**src/rtl/network_jam_initiator.sv**
```systemverilog
`default_nettype none
// ============================================================================
//  Module   : network_jam_initiator
//  Purpose  : Request initiator for the manycore network-jam bench. It stores
//             a known pattern to num_req_p consecutive addresses on a single
//             responder, then loads those addresses back and checks the data.
//             A credit counter limits the number of requests in flight.
//  Ports    : clk_i, reset_n_i      - clock, async active-low reset
//             start_i               - pulse, starts a run from IDLE or DONE
//             my_x_i/my_y_i         - source coordinate (captured at start)
//             dest_x_i/dest_y_i     - responder coordinate (captured at start)
//             base_addr_i           - first sweep address (captured at start)
//             link_sif_i/link_sif_o - link bundle {fwd link, rev link}
//             done_o, pass_o        - run complete / run clean
//             err_cnt_o             - saturating error count
//  Revision : 1.0 - initial release
// ============================================================================
//  Link bundle layout (MSB..LSB), both directions:
//    { fwd_v, fwd_pkt[fwd_pkt_w], fwd_ready_and_rev,
//      rev_v, rev_pkt[ret_pkt_w], rev_ready_and_rev }
//  Request packet  (MSB..LSB): addr, op[1:0], mask, payload, load_id,
//                              src_y, src_x, dst_y, dst_x
//  Return packet   (MSB..LSB): type[1:0], data, load_id, y, x
//  op  : 2'b00 load, 2'b01 store
//  type: 2'b00 store credit, 2'b01 load data
// ============================================================================
module network_jam_initiator #(
  parameter int addr_width_p    = 16,
  parameter int data_width_p    = 32,
  parameter int load_id_width_p = 5,
  parameter int x_cord_width_p  = 4,
  parameter int y_cord_width_p  = 3,
  parameter int num_req_p       = 16,
  parameter int max_out_p       = 4,
  parameter int link_sif_width_lp =
      (addr_width_p + 2 + data_width_p/8 + data_width_p + load_id_width_p
       + 2*(x_cord_width_p + y_cord_width_p) + 2)
    + (2 + data_width_p + load_id_width_p + x_cord_width_p + y_cord_width_p + 2)
) (
  input  logic                         clk_i,
  input  logic                         reset_n_i,
  input  logic                         start_i,
  input  logic [x_cord_width_p-1:0]    my_x_i,
  input  logic [y_cord_width_p-1:0]    my_y_i,
  input  logic [x_cord_width_p-1:0]    dest_x_i,
  input  logic [y_cord_width_p-1:0]    dest_y_i,
  input  logic [addr_width_p-1:0]      base_addr_i,
  input  logic [link_sif_width_lp-1:0] link_sif_i,
  output logic [link_sif_width_lp-1:0] link_sif_o,
  output logic                         done_o,
  output logic                         pass_o,
  output logic [7:0]                   err_cnt_o
);

  localparam int mask_w_lp    = data_width_p / 8;
  localparam int fwd_pkt_w_lp = addr_width_p + 2 + mask_w_lp + data_width_p
                                + load_id_width_p + 2*(x_cord_width_p + y_cord_width_p);
  localparam int ret_pkt_w_lp = 2 + data_width_p + load_id_width_p
                                + x_cord_width_p + y_cord_width_p;
  localparam int idx_w_lp     = $clog2(num_req_p + 1);
  localparam int out_w_lp     = $clog2(max_out_p + 1);

  localparam logic [idx_w_lp-1:0]      num_req_idx_lp = idx_w_lp'(num_req_p);
  localparam logic [out_w_lp-1:0]      max_out_lp     = out_w_lp'(max_out_p);
  localparam logic [load_id_width_p:0] num_req_id_lp  = (load_id_width_p + 1)'(num_req_p);

  localparam logic [1:0] op_load_lp   = 2'b00;
  localparam logic [1:0] op_store_lp  = 2'b01;
  localparam logic [1:0] ret_load_lp  = 2'b01;

  typedef enum logic [2:0] {
    S_IDLE    = 3'd0,
    S_STORE   = 3'd1,
    S_DRAIN_S = 3'd2,
    S_LOAD    = 3'd3,
    S_DRAIN_L = 3'd4,
    S_DONE    = 3'd5
  } state_e;

  // Pattern stored at request i and expected back from load i.
  function automatic logic [data_width_p-1:0] pattern_f(input logic [load_id_width_p-1:0] id);
    logic [31:0] sum;
    sum = 32'hA5A5_0000 + 32'(id);
    return data_width_p'(sum);
  endfunction

  // --------------------------------------------------------------------------
  // Link decode
  // --------------------------------------------------------------------------
  logic                       fwd_in_v_w;
  logic [fwd_pkt_w_lp-1:0]    fwd_in_pkt_w;
  logic                       fwd_ready_w;
  logic                       rev_in_v_w;
  logic [ret_pkt_w_lp-1:0]    rev_in_pkt_w;
  logic                       rev_ready_w;

  assign fwd_in_v_w   = link_sif_i[link_sif_width_lp-1];
  assign fwd_in_pkt_w = link_sif_i[ret_pkt_w_lp+3 +: fwd_pkt_w_lp];
  assign fwd_ready_w  = link_sif_i[ret_pkt_w_lp+2];
  assign rev_in_v_w   = link_sif_i[ret_pkt_w_lp+1];
  assign rev_in_pkt_w = link_sif_i[ret_pkt_w_lp:1];
  assign rev_ready_w  = link_sif_i[0];

  logic [x_cord_width_p-1:0]  ret_x_w;
  logic [y_cord_width_p-1:0]  ret_y_w;
  logic [load_id_width_p-1:0] ret_id_w;
  logic [data_width_p-1:0]    ret_data_w;
  logic [1:0]                 ret_type_w;

  assign ret_x_w    = rev_in_pkt_w[0 +: x_cord_width_p];
  assign ret_y_w    = rev_in_pkt_w[x_cord_width_p +: y_cord_width_p];
  assign ret_id_w   = rev_in_pkt_w[x_cord_width_p+y_cord_width_p +: load_id_width_p];
  assign ret_data_w = rev_in_pkt_w[x_cord_width_p+y_cord_width_p+load_id_width_p +: data_width_p];
  assign ret_type_w = rev_in_pkt_w[ret_pkt_w_lp-1 -: 2];

  // Inbound requests are dropped and the return port never transmits, so
  // these fields carry nothing this block acts on.
  logic unused_w;
  assign unused_w = ^{fwd_in_pkt_w, rev_ready_w, ret_x_w, ret_y_w};

  // --------------------------------------------------------------------------
  // State
  // --------------------------------------------------------------------------
  state_e                    state_q, state_d;
  logic [idx_w_lp-1:0]       idx_q, idx_d;
  logic [out_w_lp-1:0]       out_q, out_d;
  logic [7:0]                err_q, err_d;
  logic                      done_q, done_d;
  logic [addr_width_p-1:0]   base_q, base_d;
  logic [x_cord_width_p-1:0] my_x_q, my_x_d, dest_x_q, dest_x_d;
  logic [y_cord_width_p-1:0] my_y_q, my_y_d, dest_y_q, dest_y_d;

  // --------------------------------------------------------------------------
  // Request generation; valid is a function of registers only
  // --------------------------------------------------------------------------
  logic                    fwd_v_w;
  logic                    is_store_w;
  logic [fwd_pkt_w_lp-1:0] fwd_pkt_w;
  logic                    issue_w;

  assign is_store_w = (state_q == S_STORE);
  assign fwd_v_w    = ((state_q == S_STORE) || (state_q == S_LOAD))
                      && (idx_q < num_req_idx_lp) && (out_q < max_out_lp);
  assign issue_w    = fwd_v_w && fwd_ready_w;

  // Mask is all ones for both ops; the responder ignores it on loads.
  assign fwd_pkt_w = {
    base_q + addr_width_p'(idx_q),
    is_store_w ? op_store_lp : op_load_lp,
    {mask_w_lp{1'b1}},
    is_store_w ? pattern_f(load_id_width_p'(idx_q)) : {data_width_p{1'b0}},
    load_id_width_p'(idx_q),
    my_y_q, my_x_q, dest_y_q, dest_x_q
  };

  // --------------------------------------------------------------------------
  // Return checking. A return only releases a credit when something is
  // outstanding and its id is in range; otherwise it is counted as an error
  // and leaves the counter alone.
  // --------------------------------------------------------------------------
  logic       ret_id_ok_w;
  logic       ret_ok_w;
  logic       ret_bad_w;
  logic [8:0] err_sum_w;
  logic [7:0] err_sat_w;

  assign ret_id_ok_w = ({1'b0, ret_id_w} < num_req_id_lp);
  assign ret_ok_w    = rev_in_v_w && (out_q != '0) && ret_id_ok_w;
  assign ret_bad_w   = rev_in_v_w &&
                       (!ret_ok_w ||
                        ((ret_type_w == ret_load_lp) && (ret_data_w != pattern_f(ret_id_w))));

  // A dropped inbound request and a bad return can land in the same cycle.
  assign err_sum_w = {1'b0, err_q} + 9'(fwd_in_v_w) + 9'(ret_bad_w);
  assign err_sat_w = (err_sum_w > 9'd255) ? 8'hFF : err_sum_w[7:0];

  // --------------------------------------------------------------------------
  // Next state
  // --------------------------------------------------------------------------
  always_comb begin
    state_d  = state_q;
    idx_d    = idx_q;
    done_d   = done_q;
    base_d   = base_q;
    my_x_d   = my_x_q;
    my_y_d   = my_y_q;
    dest_x_d = dest_x_q;
    dest_y_d = dest_y_q;
    out_d    = out_q + out_w_lp'(issue_w) - out_w_lp'(ret_ok_w);
    err_d    = err_sat_w;

    unique case (state_q)
      S_IDLE, S_DONE: begin
        if (start_i) begin
          state_d  = S_STORE;
          idx_d    = '0;
          err_d    = '0;
          done_d   = 1'b0;
          base_d   = base_addr_i;
          my_x_d   = my_x_i;
          my_y_d   = my_y_i;
          dest_x_d = dest_x_i;
          dest_y_d = dest_y_i;
        end
      end
      S_STORE, S_LOAD: begin
        if (issue_w) begin
          idx_d = idx_q + idx_w_lp'(1);
        end
        if (idx_q == num_req_idx_lp) begin
          state_d = (state_q == S_STORE) ? S_DRAIN_S : S_DRAIN_L;
        end
      end
      S_DRAIN_S: begin
        if (out_q == '0) begin
          state_d = S_LOAD;
          idx_d   = '0;
        end
      end
      S_DRAIN_L: begin
        if (out_q == '0) begin
          state_d = S_DONE;
          done_d  = 1'b1;
        end
      end
      default: begin
        state_d = S_IDLE;
      end
    endcase
  end

  always_ff @(posedge clk_i or negedge reset_n_i) begin
    if (!reset_n_i) begin
      state_q  <= S_IDLE;
      idx_q    <= '0;
      out_q    <= '0;
      err_q    <= '0;
      done_q   <= 1'b0;
      base_q   <= '0;
      my_x_q   <= '0;
      my_y_q   <= '0;
      dest_x_q <= '0;
      dest_y_q <= '0;
    end else begin
      state_q  <= state_d;
      idx_q    <= idx_d;
      out_q    <= out_d;
      err_q    <= err_d;
      done_q   <= done_d;
      base_q   <= base_d;
      my_x_q   <= my_x_d;
      my_y_q   <= my_y_d;
      dest_x_q <= dest_x_d;
      dest_y_q <= dest_y_d;
    end
  end

`ifndef SYNTHESIS
  always_ff @(posedge clk_i) begin
    if (reset_n_i) begin
      assert (out_q <= max_out_lp);
    end
  end
`endif

  // --------------------------------------------------------------------------
  // Outputs: inbound fwd and rev are always ready, rev-out never valid
  // --------------------------------------------------------------------------
  assign link_sif_o = {fwd_v_w, fwd_pkt_w, 1'b1,
                       1'b0, {ret_pkt_w_lp{1'b0}}, 1'b1};
  assign done_o     = done_q;
  assign pass_o     = done_q && (err_q == 8'd0);
  assign err_cnt_o  = err_q;

endmodule
`default_nettype wire

```
**config.mk**
```make
export PLATFORM = sky130hd
export DESIGN_NAME = network_jam_initiator
export DESIGN_NICKNAME = d
export VERILOG_FILES = /design/src/rtl/network_jam_initiator.sv
export SDC_FILE = /design/constraint.sdc
export NUM_CORES = 1
export LEC_CHECK = 0
export BUFFER_PORTS_ARGS = -buffer_cell sky130_fd_sc_hd__buf_2
export CAP_MARGIN = 30
export CORE_MARGIN = 2
export CORE_UTILIZATION = 30
export DETAILED_ROUTE_END_ITERATION = 7
export GPL_ROUTABILITY_DRIVEN = 0
export GPL_TIMING_DRIVEN = 0
export PLACE_DENSITY = 0.65
export SLEW_MARGIN = 40
export SYNTH_ARGS = -nofsm -noshare
export SYNTH_HDL_FRONTEND = slang
export SYNTH_SLANG_ARGS = --single-unit
```
**constraint.sdc**
```tcl
create_clock -name clk_i -period 4.25 [get_ports clk_i]
set_input_delay 0.2125 -clock clk_i [delete_from_list [all_inputs] [get_ports clk_i]]
set_output_delay 0.2125 -clock clk_i [all_outputs]
set_load 0.01 [all_outputs]
```
### After elaboration in Yosys (flattened, before gate mapping)

Cells that the tools add are included.

* logic and storage cells: 76
* register bits after elaboration: 50
* input port bits: 156
* output and inout port bits: 133

* reductions and logical operators: 23
* add/subtract/negate cells: 8
* order comparisons: 4
* multiplexer cells: 18
* equality and inequality tests: 13

Operators with widths (count)
* 32-bit by 5-bit adder with 32-bit output, first input constant: 2
* 32-bit 2-to-1 mux: 1
* 32-bit != test: 1
* 8-bit 2-to-1 mux: 3
* 16-bit by 5-bit adder with 16-bit output: 1
* 3-bit 2-to-1 mux: 5
* 5-bit 2-to-1 mux: 3
* 5-bit case mux with 3 select lines: 1
* 3-bit case mux with 4 select lines: 1
* 5-bit less-than comparator, second input constant: 2
* 2-bit != test, second input constant: 5
* 8-bit by 1-bit adder with 9-bit output: 1
* 9-bit by 1-bit adder with 9-bit output: 1
* 9-bit by 8-bit > comparator with 1-bit output, second input constant: 1
* 1-bit logical AND: 8
* 8-bit logical NOT: 1
* 4-bit AND reduction: 2
* 3-bit by 2-bit == test with 1-bit output, second input constant: 2
* 3-bit == test, second input constant: 2
* 3-bit logical NOT: 2
* 3-bit nonzero test: 2
* 5-bit by 1-bit adder with 5-bit output, second input constant: 1
* 5-bit == test, second input constant: 1
* 2-bit OR reduction: 2
* 12 further kinds: 15

### Depth between registers and ports, before layout

* depth in word-level cells: 11
* depth in mapped cells: 11
* depth with buffers taken out: 11

### Worst setup path before layout

No wires, ideal clock.

* kind: input-to-reg
* from: in link_sif_i[27]
* to: reg err_q[6], in the netlist err_cnt_o[6]
* setup time: 0.086 ns
* buffers on the path: 0
* slack: 1.871 ns
* data required time: 4.164 ns
* arrival time: 2.294 ns
* stages: 11
* cells stage by stage: nor4b_1 -> nand4_1 -> o311a_1 -> o31ai_1 -> fa_1 -> inv_1 -> ha_1 -> and3_1 -> and3_1 -> and3b_1 -> nor3_1

* longest elaborated chain between the ends: 9

Ends and longest elaborated chain
* start, declared: RTL line 48 `input logic [link_sif_width_lp-1:0] link_sif_i,`
* 32-bit != test (*): RTL line 171 `((ret_type_w == ret_load_lp) && (ret_data_w != pattern_f(ret_id_w))));`
* 1-bit logical AND (*): RTL line 171
* 1-bit logical OR (*): RTL line 170 `(!ret_ok_w ||`
* 1-bit logical AND (*): RTL line 169 `assign ret_bad_w = rev_in_v_w &&`
* 9-bit by 1-bit adder with 9-bit output (*): RTL line 174 `assign err_sum_w = {1'b0, err_q} + 9'(fwd_in_v_w) + 9'(ret_bad_w);`
* 9-bit by 8-bit > comparator with 1-bit output: RTL line 175 `assign err_sat_w = (err_sum_w > 9'd255) ? 8'hFF : err_sum_w[7:0];`
* 8-bit 2-to-1 mux (*): RTL line 175
* 8-bit 2-to-1 mux: RTL line 194 `if (start_i) begin`
* 8-bit 2-to-1 mux (*): RTL line 192 `unique case (state_q)`
* via err_d[6]: RTL line 127 `logic [7:0] err_q, err_d;`
* end signal, assigned: RTL line 248 `err_q <= err_d;`
* end, declared: RTL line 127

Mark *: on every way through the listed nets, which the timed path passes. The rest lies on a longest branch.
A chain may end at the register's enable or synchronous reset.

### Worst setup path after layout

* from: reg idx_q[4]
* to: out link_sif_o[113]

* longest elaborated chain between the ends: 1

Ends and longest elaborated chain
* start, declared: RTL line 125 `logic [idx_w_lp-1:0] idx_q, idx_d;`
* start signal, assigned: RTL line 246 `idx_q <= idx_d;`
* 16-bit by 5-bit adder with 16-bit output: RTL line 148 `base_q + addr_width_p'(idx_q),`
* end, declared: RTL line 49 `output logic [link_sif_width_lp-1:0] link_sif_o,`

Every way passes these cells.

==> metrics.md <==
| Metric | Value |
|---|---|
| Status | finished clean |
| Final Skew | 0.00541 ns |
| Cell Chain, Critical Path | ha_1 > and3_1 > a2111oi_4 > nor2_1 > xor2_1 > buf_2 |
| Tcrit/Tclk final | 61.5% |
| Pint | 1.58 mW |
| M2 GR Usage | 25.3% |
| Critical Path Sink Type | output pin |
| Final ANT Viol Nets | 0 |
| CTS tree | yes |
| Fill cells | 1112 |
| Setup-failing EPs final | 0 |
| # IOs | 289 |
| Number of synthesized flops with an enable pin | 0 |
| Total track usage | 13.5% |
| Pre-antenna DRT Iters | 4 |
| Commonest cells in the netlist | buf_4, dfrtp_1, mux2_2 |
| Distinct cells, synth | 52 |
| Worst Path Buf+Inv | 1 |
| Setup_tns | 0 ns |
| Most common cell in the netlist | buf_4 |
| Slowest CP cell | dfrtp_1 |
| Worst-Skew Late Latency | 0.29 ns |
| Std cell rows | 39 |
| CTS sink cnt | 50 |
| Core Box Area | 11300 um2 |
| Vias | 2845 |
| Synth Warn # | 0 |
| Postcts setup bufs | 0 |
| Initial detailed-routing violation count | 73 |
| Initial Utilization | 30.5% |
| Busiest metal layer after global routing | met2 |
| RSZ-0062 raised after global routing | no |
| CP delay by family, top | flip-flops |
| Hold Worst Slack | 0.128 ns |
| Min-Delay Path Class | primary input to register |
| Grt met3 use | 4.79% |
| DRC viols | 0 |
| Synth area leaders | dfrtp_1, buf_4, mux2_2, xnor2_1, ha_1 |
| Share of layout cells above drive strength 1 | 48.1% |
| Largest net degree at the start of global routing | 51 |
| Gr ovfl total | 0 |
| Top cell type's share of synthesized area | 36.2% |
| Tightest Pin Transition | 0.644 ns |
| Worst Hold End | dest_x_q[2] |
| Pwr dens | 563 nW/um2 |
| Req. time, crit path | 4.04 ns |
| Die Wd | 111 um |
| Fraction of power spent switching nets | 40.6% |
| Post-Syn Instances | 335 |
| Placed Area | 4580 um2 |
| Clock tree root buffer cell | clkbuf_16 |
| Critical path class | register to output pin |
| Sw power | 1.08 mW |
| Static Leak | 2.52 nW |
| Max stage delay on crit path | 0.51 ns |
| Met1 Use GR | 14.8% |
| RR Endpoint | err_cnt_o[0] |
| Initial antenna violation count | 0 |
| Hold-critical path depth | 2 |
| Maximum VDD drop | 0.297 mV |
| Final hold vios | 0 |
| Post-synth ARST share | 100% |
| Reg clk slew, reported paths | 0.07 ns |
| Flop pwr share | 34.1% |
| HP Start | dest_x_i[2] |
| Seq cells post-synth | 50 |
| IO Port Bufs | 134 |
| Max Slew Vio Count | 0 |
| Mean Syn Cell Area | 10.3 um2 |
| Clk pwr share | 15.6% |
| Die H | 111 um |
| Critical Path AT | 2.40 ns |
| Clock buffer depth | 2 |
| R2r worst-path depth | 9 |
| Final min period | 2.61 ns |
| Vias per std cell | 4.11 |
| R2R setup slack | 1.71 ns |
| TritonCTS buffer count | 5 |
| Max_cap viols | 0 |
| Post-layout util | 41.9% |
| Vias in the first global route | 2725 |
| Nets | 717 |
| Sequential-to-total area share from yosys stat | 36.2% |
| Post-synth top area cell | dfrtp_1 |
| Die ar. | 12400 um2 |
| Wire per inst | 12.5 um |
| CP max FO | 7 |
| Design area | 4740 um2 |
| Area of the multi-input gates | 1750 um2 |
| Most used flip-flop cell after synthesis | dfrtp_1 |
| Area grow syn2layout | 37.0% |
| Part of the power in combinational logic | 50.4% |
| # diodes | 0 |
| Htree depth | 2 |
| Final wirelength | 8.68 mm |
| Max frequency | 383 MHz |
| Slew HR | 57.1% |
| First-pass GRT wire length | 13.7 mm |
| Post-Syn Area | 3460 um2 |
| FF-to-FF Start | out_q[2] |
| Total power | 2.67 mW |
| CP Launch Type | register |
| Post-DP HPWL | 7.08 mm |
| Storage cell area | 1250 um2 |
==> what timing repair did <==
action | 4_1_cts | 5_1_grt
hold buffers | 1 | 0
endpoints found under the hold margin | 50 | 0
gates resized for setup | 0 | 0
==> power groups by stage <==
stage,clock network [mW],logic (mW),registers (mW)
floorplan,0,0.830,0.925
global placement,0,1.33,0.905
detailed placement,0,1.35,0.921
CTS,0.429,1.36,0.914
global route,0.451,1.49,0.949
finish,0.415,1.34,0.908
==> registers in the layout, indices dropped and copies added (netlist names) <==
signal,flops
dest_x_q,4
out_q,3
state_q,3
base_q,16
my_y_q,3
dest_y_q,3
idx_q,5
err_cnt_o,8
my_x_q,4
done_o,1
==> worst max path at each step <==
stage	start	endpoint	slack, ns	depth (start not counted)
after floorplan	link_sif_i[27]	err_cnt_o[6]	1.87	11
after global placement	link_sif_i[20]	err_cnt_o[3]	1.22	12
after detailed placement	link_sif_i[20]	err_cnt_o[4]	1.22	12
after CTS	link_sif_i[20]	err_cnt_o[4]	1.55	12
after global routing	link_sif_i[20]	err_cnt_o[2]	1.36	12
final	idx_q[4]	link_sif_o[113]	1.64	6
==> area by class of cell <==
class,count,share of cell area (%)
Tap cell,143,3.78
Clock inverter,3,0.528
Timing Repair Buffer,135,14.4
Sequential cell,50,26.4
Inverter,15,1.19
Buffer,89,14.0
Clock buffer,5,2.64
Multi-Input combinational cell,252,37.0
==> layer usage <==
| layer | vias to the layer above | wire length [um] | part of all wire [%] |
|---|---|---|---|
| met1 | 1280 | 3240 | 37 |
| met2 | 139 | 4500 | 52 |
| li1 | 1421 | - | - |
| met3 | 5 | 879 | 10 |
| met4 | 0 | 60 | 0.69 |
| met5 | - | 0 | 0 |
==> cell families (layout without fill, tap and decap cells) <==
group / after synthesis / count (layout) / synth area share (%)
flip-flops: 50 / 50 / 36.2
XOR/XNOR: 25 / 25 / 6.33
buffers and inverters: 104 / 247 / 20.9
AO/OA/AOI/OAI: 37 / 37 / 7.53
multiplexers: 30 / 30 / 9.73
other: 2 / 73 / 0.217
adder cells (fa/ha/maj): 13 / 13 / 5.35
AND/OR/NAND/NOR: 74 / 74 / 13.8
==> cell usage in the layout (no fill, tap or decap), types with 9 or more instances in the layout <==
master and instances:
xnor2_1 18, mux2_2 25, ha_1 10, buf_2 134
buf_4 87, o21ai_0 9, a21oi_1 11, dfrtp_1 50
conb_1 73, inv_1 15, nand2_1 10
==> per-stage QoR <==
stage / instances / worst slack, ns
global placement: 683 / 1.22
floorplan: 406 / 1.87
global route: 692 / 1.36
finish: 692 / 1.64
detailed placement: 683 / 1.22
CTS: 692 / 1.55
(Power assumes the default switching activity.)
